===== src/rtl/rat_intr_pkg.sv =====
// Shared types and constants for the RAT MCU interrupt controller.
// Imported by the controller top and its bench.
package rat_intr_pkg;

  typedef enum logic [1:0] {
    IDLE = 2'd0,
    REQ  = 2'd1,
    ISR  = 2'd2
  } intr_state_t;

  localparam int             PC_WIDTH_DEFAULT   = 10;
  localparam logic [9:0]     ISR_VECTOR_DEFAULT = 10'h3FF;
  localparam int             SYNC_STAGES_MIN    = 2;

endpackage


===== src/rtl/rat_intr_if.sv =====
// Signals between the interrupt controller and the control unit.
// INTR is an external async line; it is carried here so the controller has one bus port.
interface rat_intr_if #(
  parameter int PC_WIDTH = 10
);

  logic                INTR;
  logic                SEI;
  logic                CLI;
  logic                INT_ACK;
  logic                RETIE;
  logic                RETID;
  logic                INT_REQ;
  logic                FLG_SHAD_LD;
  logic                FLG_RESTORE;
  logic                I_FLAG;
  logic                IN_ISR;
  logic [PC_WIDTH-1:0] VECTOR_ADDR;

  modport master (
    output INTR, SEI, CLI, INT_ACK, RETIE, RETID,
    input  INT_REQ, FLG_SHAD_LD, FLG_RESTORE, I_FLAG, IN_ISR, VECTOR_ADDR
  );

  modport slave (
    input  INTR, SEI, CLI, INT_ACK, RETIE, RETID,
    output INT_REQ, FLG_SHAD_LD, FLG_RESTORE, I_FLAG, IN_ISR, VECTOR_ADDR
  );

endinterface


===== src/rtl/rat_sync_edge.sv =====
// Multi-flop synchronizer for an asynchronous level input plus rising-edge detector.
// edge_o is a one-cycle pulse, combinational from the last two synchronized samples.
module rat_sync_edge #(
  parameter int STAGES = 2
) (
  input  logic clk_i,
  input  logic rst_ni,
  input  logic async_i,
  output logic edge_o
);

  logic [STAGES-1:0] sync_q;
  logic              prev_q;

  always_ff @(posedge clk_i) begin
    if (!rst_ni) begin
      sync_q <= '0;
      prev_q <= 1'b0;
    end else begin
      sync_q <= {sync_q[STAGES-2:0], async_i};
      prev_q <= sync_q[STAGES-1];
    end
  end

  assign edge_o = sync_q[STAGES-1] & ~prev_q;

endmodule


===== src/rtl/rat_intr_ctrl.sv =====
// RAT MCU interrupt controller: latches synchronized INTR edges, gates them with I_FLAG,
// handshakes with the control unit and strobes the Z/C shadow save/restore.
//
// state | meaning
// IDLE  | no request outstanding
// REQ   | INT_REQ asserted, waiting for INT_ACK
// ISR   | executing the service routine, waiting for RETIE/RETID
module rat_intr_ctrl
  import rat_intr_pkg::*;
#(
  parameter int                  SYNC_STAGES = 2,
  parameter int                  PC_WIDTH    = PC_WIDTH_DEFAULT,
  parameter logic [PC_WIDTH-1:0] ISR_VECTOR  = ISR_VECTOR_DEFAULT
) (
  input  logic       clk,
  input  logic       RST_N,
  rat_intr_if.slave  bus
);

  intr_state_t state_q;
  logic        pend_q;
  logic        i_flag_q;
  logic        int_req_q;
  logic        in_isr_q;
  logic        intr_edge;
  logic        ack_ok;
  logic        ret_ok;

  rat_sync_edge #(
    .STAGES (SYNC_STAGES)
  ) u_sync_edge (
    .clk_i   (clk),
    .rst_ni  (RST_N),
    .async_i (bus.INTR),
    .edge_o  (intr_edge)
  );

  assign ack_ok = (state_q == REQ) & bus.INT_ACK;
  assign ret_ok = (state_q == ISR) & (bus.RETIE | bus.RETID);

  always_ff @(posedge clk) begin
    if (!RST_N) begin
      state_q   <= IDLE;
      pend_q    <= 1'b0;
      i_flag_q  <= 1'b0;
      int_req_q <= 1'b0;
      in_isr_q  <= 1'b0;
    end else begin
      // A new edge in the ack cycle is a fresh event, so set beats clear.
      if (intr_edge) begin
        pend_q <= 1'b1;
      end else if (ack_ok) begin
        pend_q <= 1'b0;
      end

      if (ack_ok) begin
        i_flag_q <= 1'b0;
      end else if (ret_ok) begin
        i_flag_q <= bus.RETIE;
      end else if (bus.CLI) begin
        i_flag_q <= 1'b0;
      end else if (bus.SEI) begin
        i_flag_q <= 1'b1;
      end

      case (state_q)
        IDLE: begin
          if (pend_q && i_flag_q) begin
            state_q   <= REQ;
            int_req_q <= 1'b1;
          end
        end
        REQ: begin
          if (bus.INT_ACK) begin
            state_q   <= ISR;
            int_req_q <= 1'b0;
            in_isr_q  <= 1'b1;
          end else if (!i_flag_q) begin
            state_q   <= IDLE;
            int_req_q <= 1'b0;
          end
        end
        ISR: begin
          if (bus.RETIE || bus.RETID) begin
            state_q  <= IDLE;
            in_isr_q <= 1'b0;
          end
        end
        default: begin
          state_q   <= IDLE;
          int_req_q <= 1'b0;
          in_isr_q  <= 1'b0;
        end
      endcase
    end
  end

  // Strobes are combinational so the shadow registers act on the same edge as the control unit.
  assign bus.FLG_SHAD_LD = ack_ok;
  assign bus.FLG_RESTORE = ret_ok;
  assign bus.INT_REQ     = int_req_q;
  assign bus.IN_ISR      = in_isr_q;
  assign bus.I_FLAG      = i_flag_q;
  assign bus.VECTOR_ADDR = ISR_VECTOR;

endmodule

===== src/flat_wrapper.sv =====
// flat-port wrapper written by rule: the top's interface ports become plain ports
module rat_intr_ctrl_flat import rat_intr_pkg::*;
#(
  parameter int                  SYNC_STAGES = 2,
  parameter int                  PC_WIDTH    = PC_WIDTH_DEFAULT,
  parameter logic [PC_WIDTH-1:0] ISR_VECTOR  = ISR_VECTOR_DEFAULT
)
  (clk, RST_N, bus_INTR, bus_SEI, bus_CLI, bus_INT_ACK, bus_RETIE, bus_RETID, bus_INT_REQ, bus_FLG_SHAD_LD, bus_FLG_RESTORE, bus_I_FLAG, bus_IN_ISR, bus_VECTOR_ADDR);
  rat_intr_if #(.PC_WIDTH(PC_WIDTH)) bus_i ();
  input  logic clk;
  input  logic RST_N;
  input wire logic [$bits(bus_i.INTR)-1:0] bus_INTR;
  input wire logic [$bits(bus_i.SEI)-1:0] bus_SEI;
  input wire logic [$bits(bus_i.CLI)-1:0] bus_CLI;
  input wire logic [$bits(bus_i.INT_ACK)-1:0] bus_INT_ACK;
  input wire logic [$bits(bus_i.RETIE)-1:0] bus_RETIE;
  input wire logic [$bits(bus_i.RETID)-1:0] bus_RETID;
  output wire logic [$bits(bus_i.INT_REQ)-1:0] bus_INT_REQ;
  output wire logic [$bits(bus_i.FLG_SHAD_LD)-1:0] bus_FLG_SHAD_LD;
  output wire logic [$bits(bus_i.FLG_RESTORE)-1:0] bus_FLG_RESTORE;
  output wire logic [$bits(bus_i.I_FLAG)-1:0] bus_I_FLAG;
  output wire logic [$bits(bus_i.IN_ISR)-1:0] bus_IN_ISR;
  output wire logic [$bits(bus_i.VECTOR_ADDR)-1:0] bus_VECTOR_ADDR;
  assign bus_i.INTR = bus_INTR;
  assign bus_i.SEI = bus_SEI;
  assign bus_i.CLI = bus_CLI;
  assign bus_i.INT_ACK = bus_INT_ACK;
  assign bus_i.RETIE = bus_RETIE;
  assign bus_i.RETID = bus_RETID;
  assign bus_INT_REQ = bus_i.INT_REQ;
  assign bus_FLG_SHAD_LD = bus_i.FLG_SHAD_LD;
  assign bus_FLG_RESTORE = bus_i.FLG_RESTORE;
  assign bus_I_FLAG = bus_i.I_FLAG;
  assign bus_IN_ISR = bus_i.IN_ISR;
  assign bus_VECTOR_ADDR = bus_i.VECTOR_ADDR;
  rat_intr_ctrl #(.SYNC_STAGES(SYNC_STAGES), .PC_WIDTH(PC_WIDTH), .ISR_VECTOR(ISR_VECTOR)) u_core (.clk(clk), .RST_N(RST_N), .bus(bus_i));
endmodule

===== config.mk =====
export PLATFORM = sky130hd
export DESIGN_NAME = rat_intr_ctrl_flat
export DESIGN_NICKNAME = d
export VERILOG_FILES = /design/src/rtl/rat_intr_pkg.sv /design/src/rtl/rat_intr_if.sv /design/src/rtl/rat_sync_edge.sv /design/src/rtl/rat_intr_ctrl.sv /design/src/flat_wrapper.sv
export SDC_FILE = /design/constraint.sdc
export NUM_CORES = 1
export LEC_CHECK = 0
export BUFFER_PORTS_ARGS = -buffer_cell sky130_fd_sc_hd__clkbuf_2
export CAP_MARGIN = 0
export CORE_AREA = 2 2 39 41
export CTS_BUF_LIST = sky130_fd_sc_hd__clkbuf_8
export DETAILED_ROUTE_END_ITERATION = 10
export DIE_AREA = 0 0 41 43
export GPL_ROUTABILITY_DRIVEN = 0
export PLACE_DENSITY_LB_ADDON = 0.12
export SLEW_MARGIN = 20
export SYNTH_ARGS = -nofsm -noshare
export SYNTH_HDL_FRONTEND = slang
export SYNTH_SLANG_ARGS = --single-unit

===== constraint.sdc =====
create_clock -name clk -period 1.45 [get_ports clk]
set_clock_uncertainty 0.05 [all_clocks]
set_input_delay 0.2175 -clock clk [delete_from_list [all_inputs] [get_ports clk]]
set_output_delay 0.2175 -clock clk [all_outputs]
set_load 0.005 [all_outputs]

-- Yosys cells after proc, flatten, opt, wreduce, memory -nomap -nowiden
Cells that the tools add are included.
- flip-flop bits (word level): 9
- input port bits: 8
- output and inout port bits: 15
- word-level logic and storage cells: 47
- equal/unequal tests: 6
- mux-type cells: 17
- bitwise logic cells: 8
- reductions and logical operators: 9
- operators with widths (kind ; number):
    1-bit two-way mux ; 10
    3-bit AND reduction ; 3
    2-bit two-way mux ; 4
    1-bit case mux with 3 select lines ; 2
    2-bit case mux with 3 select lines ; 1
    2-bit inequality test, second input constant ; 2
    1-bit inverter ; 4
    1-bit AND ; 3
    3-bit inequality test, second input constant ; 1
    3-bit nonzero test ; 1
    2-bit by 1-bit equality test with 1-bit output, second input constant ; 1
    2-bit equality test, second input constant ; 1
    2-bit logical NOT ; 1
    2-bit by 1-bit inequality test with 1-bit output, second input constant ; 1
    2-bit nonzero test ; 1
    2-bit OR reduction ; 1
    1-bit logical AND ; 1
    1-bit logical OR ; 1
    1-bit OR ; 1

-- Logic depth before layout (Yosys ltp)
- depth after elaboration: 4
- depth in mapped cells: 3
- depth with buffers taken out: 3

-- Modules after synthesis
A second synthesis with hierarchy kept.
- cells, all modules: 50
- area, all modules: 449.2 um^2
- modules (own cells, without submodules) (module ; times used ; cells an instance ; area an instance (um^2) ; seq. area each (um^2)):
    rat_intr_ctrl ; 1 ; 43 ; 356.6 ; 120.1
    rat_sync_edge ; 1 ; 7 ; 92.6 ; 60.1

-- Worst setup path after synthesis
Ideal clock, no wire load.
- kind: flip-flop to flip-flop
- start: register u_core.i_flag_q, in the netlist u_core.bus.I_FLAG
- end: register u_core.int_req_q, in the netlist u_core.bus.INT_REQ
- library setup time: 0.058 ns
- arrival time: 0.943 ns
- required time: 1.342 ns
- setup slack: 0.400 ns
- stages on the path, launching flop included: 4
- path buffers: 0
- clock period less this slack: 1.050 ns
- cell sequence: dfxtp_1 -> or2b_2 -> nor3b_1 -> o21a_1
- word-level cells in the longest chain between the ends: 3
- ends and longest elaborated chain (element ; line ; source):
    from (decl) ; rat_intr_ctrl.sv:22 ; logic i_flag_q;
    from (signal assigned) ; rat_intr_ctrl.sv:59 ; i_flag_q <= bus.RETIE;
    1-bit logical AND ; rat_intr_ctrl.sv:68 ; if (pend_q && i_flag_q) begin
    2-bit by 1-bit inequality test with 1-bit output (no source line) ; n/a ;
    3-bit AND reduction (no source line) * ; n/a ;
    to (signal assigned) ; rat_intr_ctrl.sv:70 ; int_req_q <= 1'b1;
    to (signal assigned) ; rat_intr_ctrl.sv:76 ; int_req_q <= 1'b0;
    to (signal assigned) ; rat_intr_ctrl.sv:80 ; int_req_q <= 1'b0;
    to (decl) ; rat_intr_ctrl.sv:23 ; logic int_req_q;
Every way passes the cells marked *; elsewhere a longest branch is shown, timed or not.
A chain may end at the register's enable or synchronous reset.

-- Worst setup path after layout
- start: register u_core.state_q[0]
- end: output bus_FLG_SHAD_LD
- word-level cells in the longest chain between the ends: 2
- ends and longest elaborated chain (element ; line ; source):
    from (decl) ; rat_intr_ctrl.sv:20 ; intr_state_t state_q;
    from (signal assigned) ; rat_intr_ctrl.sv:43 ; state_q <= IDLE;
    from (signal assigned) ; rat_intr_ctrl.sv:69 ; state_q <= REQ;
    from (signal assigned) ; rat_intr_ctrl.sv:75 ; state_q <= ISR;
    2-bit by 1-bit equality test with 1-bit output ; rat_intr_ctrl.sv:38 ; assign ack_ok = (state_q == REQ) & bus.INT_ACK;
    1-bit AND ; rat_intr_ctrl.sv:38 ;
    to (decl) ; flat_wrapper.sv:19 ; output wire logic [$bits(bus_i.FLG_SHAD_LD)-1:0] bus_FLG_SHAD_LD;
No other way between the ends.

==> results.yml <==
sta:
  period_needed_ns: 1.355
  fmax_ghz: 0.7379
  slew_viol_final: 0
  fin_ws_ns: 0.09489
  setup_viol: 0
  rsz0062_at_grt: "false"
  tns_ns: 0
  fin_crit_sh: 0.9346
  hold_viol: 0
detailed_routing:
  wl_per_cell_um: 8.524
  drc: 0
  drt_iter0_markers: 1
  vias_per_cell: 4.110
  totalWireLength_um: 699
  vias: 337
  first_pass_iters: 2
  ant_nets: 0
placement:
  dp_slack_ns: 0.3295
  dp_hpwl_um: 521.2
  portBuffers: 12
grt:
  antenna_found_initial: 0
  grt_pass1_wl_mm: 1.159
  first_global_vias: 287
  grt_use_total: 0.1008
  grt_max_degree: 10
  grt-ovfl-total: 0
flow_run:
  maxCapViolCount: 0
setup_path:
  reg2regPathDepth: 3
  start_kind: "register"
  slowest_delay_ns: 0.45
  cp.required_ns: 1.18
  critPathArrivalTime_ns: 1.09
  path_cells: "nand3b_1 > inv_1 > clkbuf_2"
  cp-end-kind: "output pin"
  timing_worst_setup_path_type: "reg -> out"
  cpMaxStageDelayCell: "dfxtp_1"
  crit_fanout: 8
power:
  powerDensity_mw_per_mm2: 1089
  power_frac_seq: 0.452
  leakage_nw: 0.2580
  pwr-share-clk: 0.481
  totalPowerFinal_mw: 0.5737
  p_int_mw: 0.4571
  switching_share: 0.2033
  peakVddDrop_v: 0.0005507
  p_comb_frac: 0.067
  power_switching_mw: 0.1166
synthesis:
  synth_top_area_frac: 0.4068
  async_reset_ff_frac: 0
  synth-seq-cells: 9
  synth_area_leader_cell: "dfxtp_1"
  synth_xor_area_frac: 0
  yosysMostFrequentCell: "buf_4"
  synth-edff-count: 0
  synth_area_leaders: "dfxtp_1 (41%), buf_4 (17%), and2_1 (4.2%)"
  synthDistinctLibCells: 21
  synth_top_family_by_area: "simple AND/OR/NAND/NOR gates"
  synthesis.area_um2: 442.9
  yosys.area_share.simple: 0.2797
  yosys_warnings: 0
  syn_inst: 51
  ys_seq_area_frac: 0.4068
  yosys.area_share.adder: 0
  avgSynthCellArea_um2: 8.685
  synth.area.mux_share: 0
  yosys-top-cells-count: "buf_4 (10), dfxtp_1 (9), nand2_1 (5)"
  synth_compound_gate_area_share: 0.1271
  ys.flop_type: "dfxtp_1"
clock_network:
  cts_setup_buffers: 0
  tritoncts: "yes"
  cts_buffers: 3
  cts-root-buf: "clkbuf_8"
  clock_path_buffers: 2
  cts_resized: 0
  clkTransAtPathRegs_ns: 0.04
  htree_num_levels: 1
  cts.hold.buffers_added: 0
  worst_skew_pair.late_latency_ns: 0.23
  clkSinkCount: 9
final_layout:
  area.growth.synth_to_final_pct: 18.93
  fin_util: 0.3807
  diodes: 0
  drive_above_1_share: 0.2576
  fill_cells: 156
  fin_nets: 75
die:
  core_region_area_mm2: 0.001384
  fp.dieH_um: 43
  dieArea_mm2: 0.001763
  start_util: 0.3201
  die_w_um: 41
  io_pins: 23
  fp-row-count: 14
min_path:
  hold_depth: 2
  hp-class: "in -> reg"
status:
  status: "finished clean"
-- cell usage in the layout, fill, tap and decap left out, drive strengths merged --
cell,netlist,routed
a211o,1,1
a21boi,2,2
a21oi,2,2
and2,3,3
clkbuf,0,15
conb,1,10
dfxtp,9,9
inv,1,2
nand2,5,5
nand3b,1,1
nor2,4,4
nor2b,3,3
nor3,2,2
nor3b,1,1
o21a,2,2
o31ai,1,1
or2b,2,2
or3b,1,1
-- worst max-delay path, delay by kind of cell, from the launching register on --
family	cells	cell delay, ns
and+or+nand+nor	1	0.19
buffers and inverters	2	0.22
DFF	1	0.45
-- flip-flops by register name, indices dropped and copies added (netlist names) --
name                       flops
u_core.bus.INT_REQ             1
u_core.bus.IN_ISR              1
u_core.bus.I_FLAG              1
u_core.pend_q                  1
u_core.state_q                 2
u_core.u_sync_edge.prev_q      1
u_core.u_sync_edge.sync_q      2
-- metal layers --
metal | routed length [um] | up-vias | track usage
li1 | - | 178 | -
met1 | 328 | 147 | 0.1205
met2 | 308 | 12 | 0.1313
met3 | 62 | 0 | 0.03141
met4 | 0 | 0 | 0.1000
met5 | 0 | - | 0
-- cell type report --
class	count	area [um^2]	share of cell area
clock buffers	3	41.29	0.07838
flip-flops and latches	9	180.2	0.3420
well taps	16	20.02	0.03800
multi-input cells	40	217.7	0.4133
repair buffers	12	60.06	0.1140
inverters	1	3.754	0.007126
clock inverters	1	3.754	0.007126
-- stage by stage --
| stage | cell area, um^2 | hold slack [ns] | instances |
|---|---|---|---|
| 4_1_cts | 526.8 | 0.1367 | 82 |
| 5_1_grt | 526.8 | 0.1538 | 82 |
| 3_3_place_gp | 481.7 | 0.3740 | 78 |
| 6_report | 526.8 | 0.1439 | 82 |
| 2_1_floorplan | 476.7 | 0.2836 | 60 |
| 3_5_place_dp | 481.7 | 0.3715 | 78 |
-- logic make-up after synthesis --
group | Yosys count
and+or+nand+nor | 22
other | 1
buffers and inverters | 11
DFF | 9
AOI/OAI and AO/OA | 8
-- path summary, 6_finish.rpt --
check | endpoint | from | slack (ns)
min | u_core.u_sync_edge.sync_q[0] | bus_INTR | 0.14
max reg2reg | u_core.bus.INT_REQ | u_core.bus.I_FLAG | 0.35
min reg2reg | u_core.u_sync_edge.sync_q[1] | u_core.u_sync_edge.sync_q[0] | 0.39
max | bus_FLG_SHAD_LD | u_core.state_q[0] | 0.09
-- power groups by stage --
stage | sequential [mW] | clock [mW] | combinational (mW)
final | 0.259 | 0.276 | 0.0387
after global routing | 0.260 | 0.302 | 0.0469
after CTS | 0.259 | 0.288 | 0.0390
after detailed placement | 0.264 | 0 | 0.0388
after global placement | 0.264 | 0 | 0.0394
after floorplan | 0.263 | 0 | 0.0399
(Power assumes the default switching activity.)
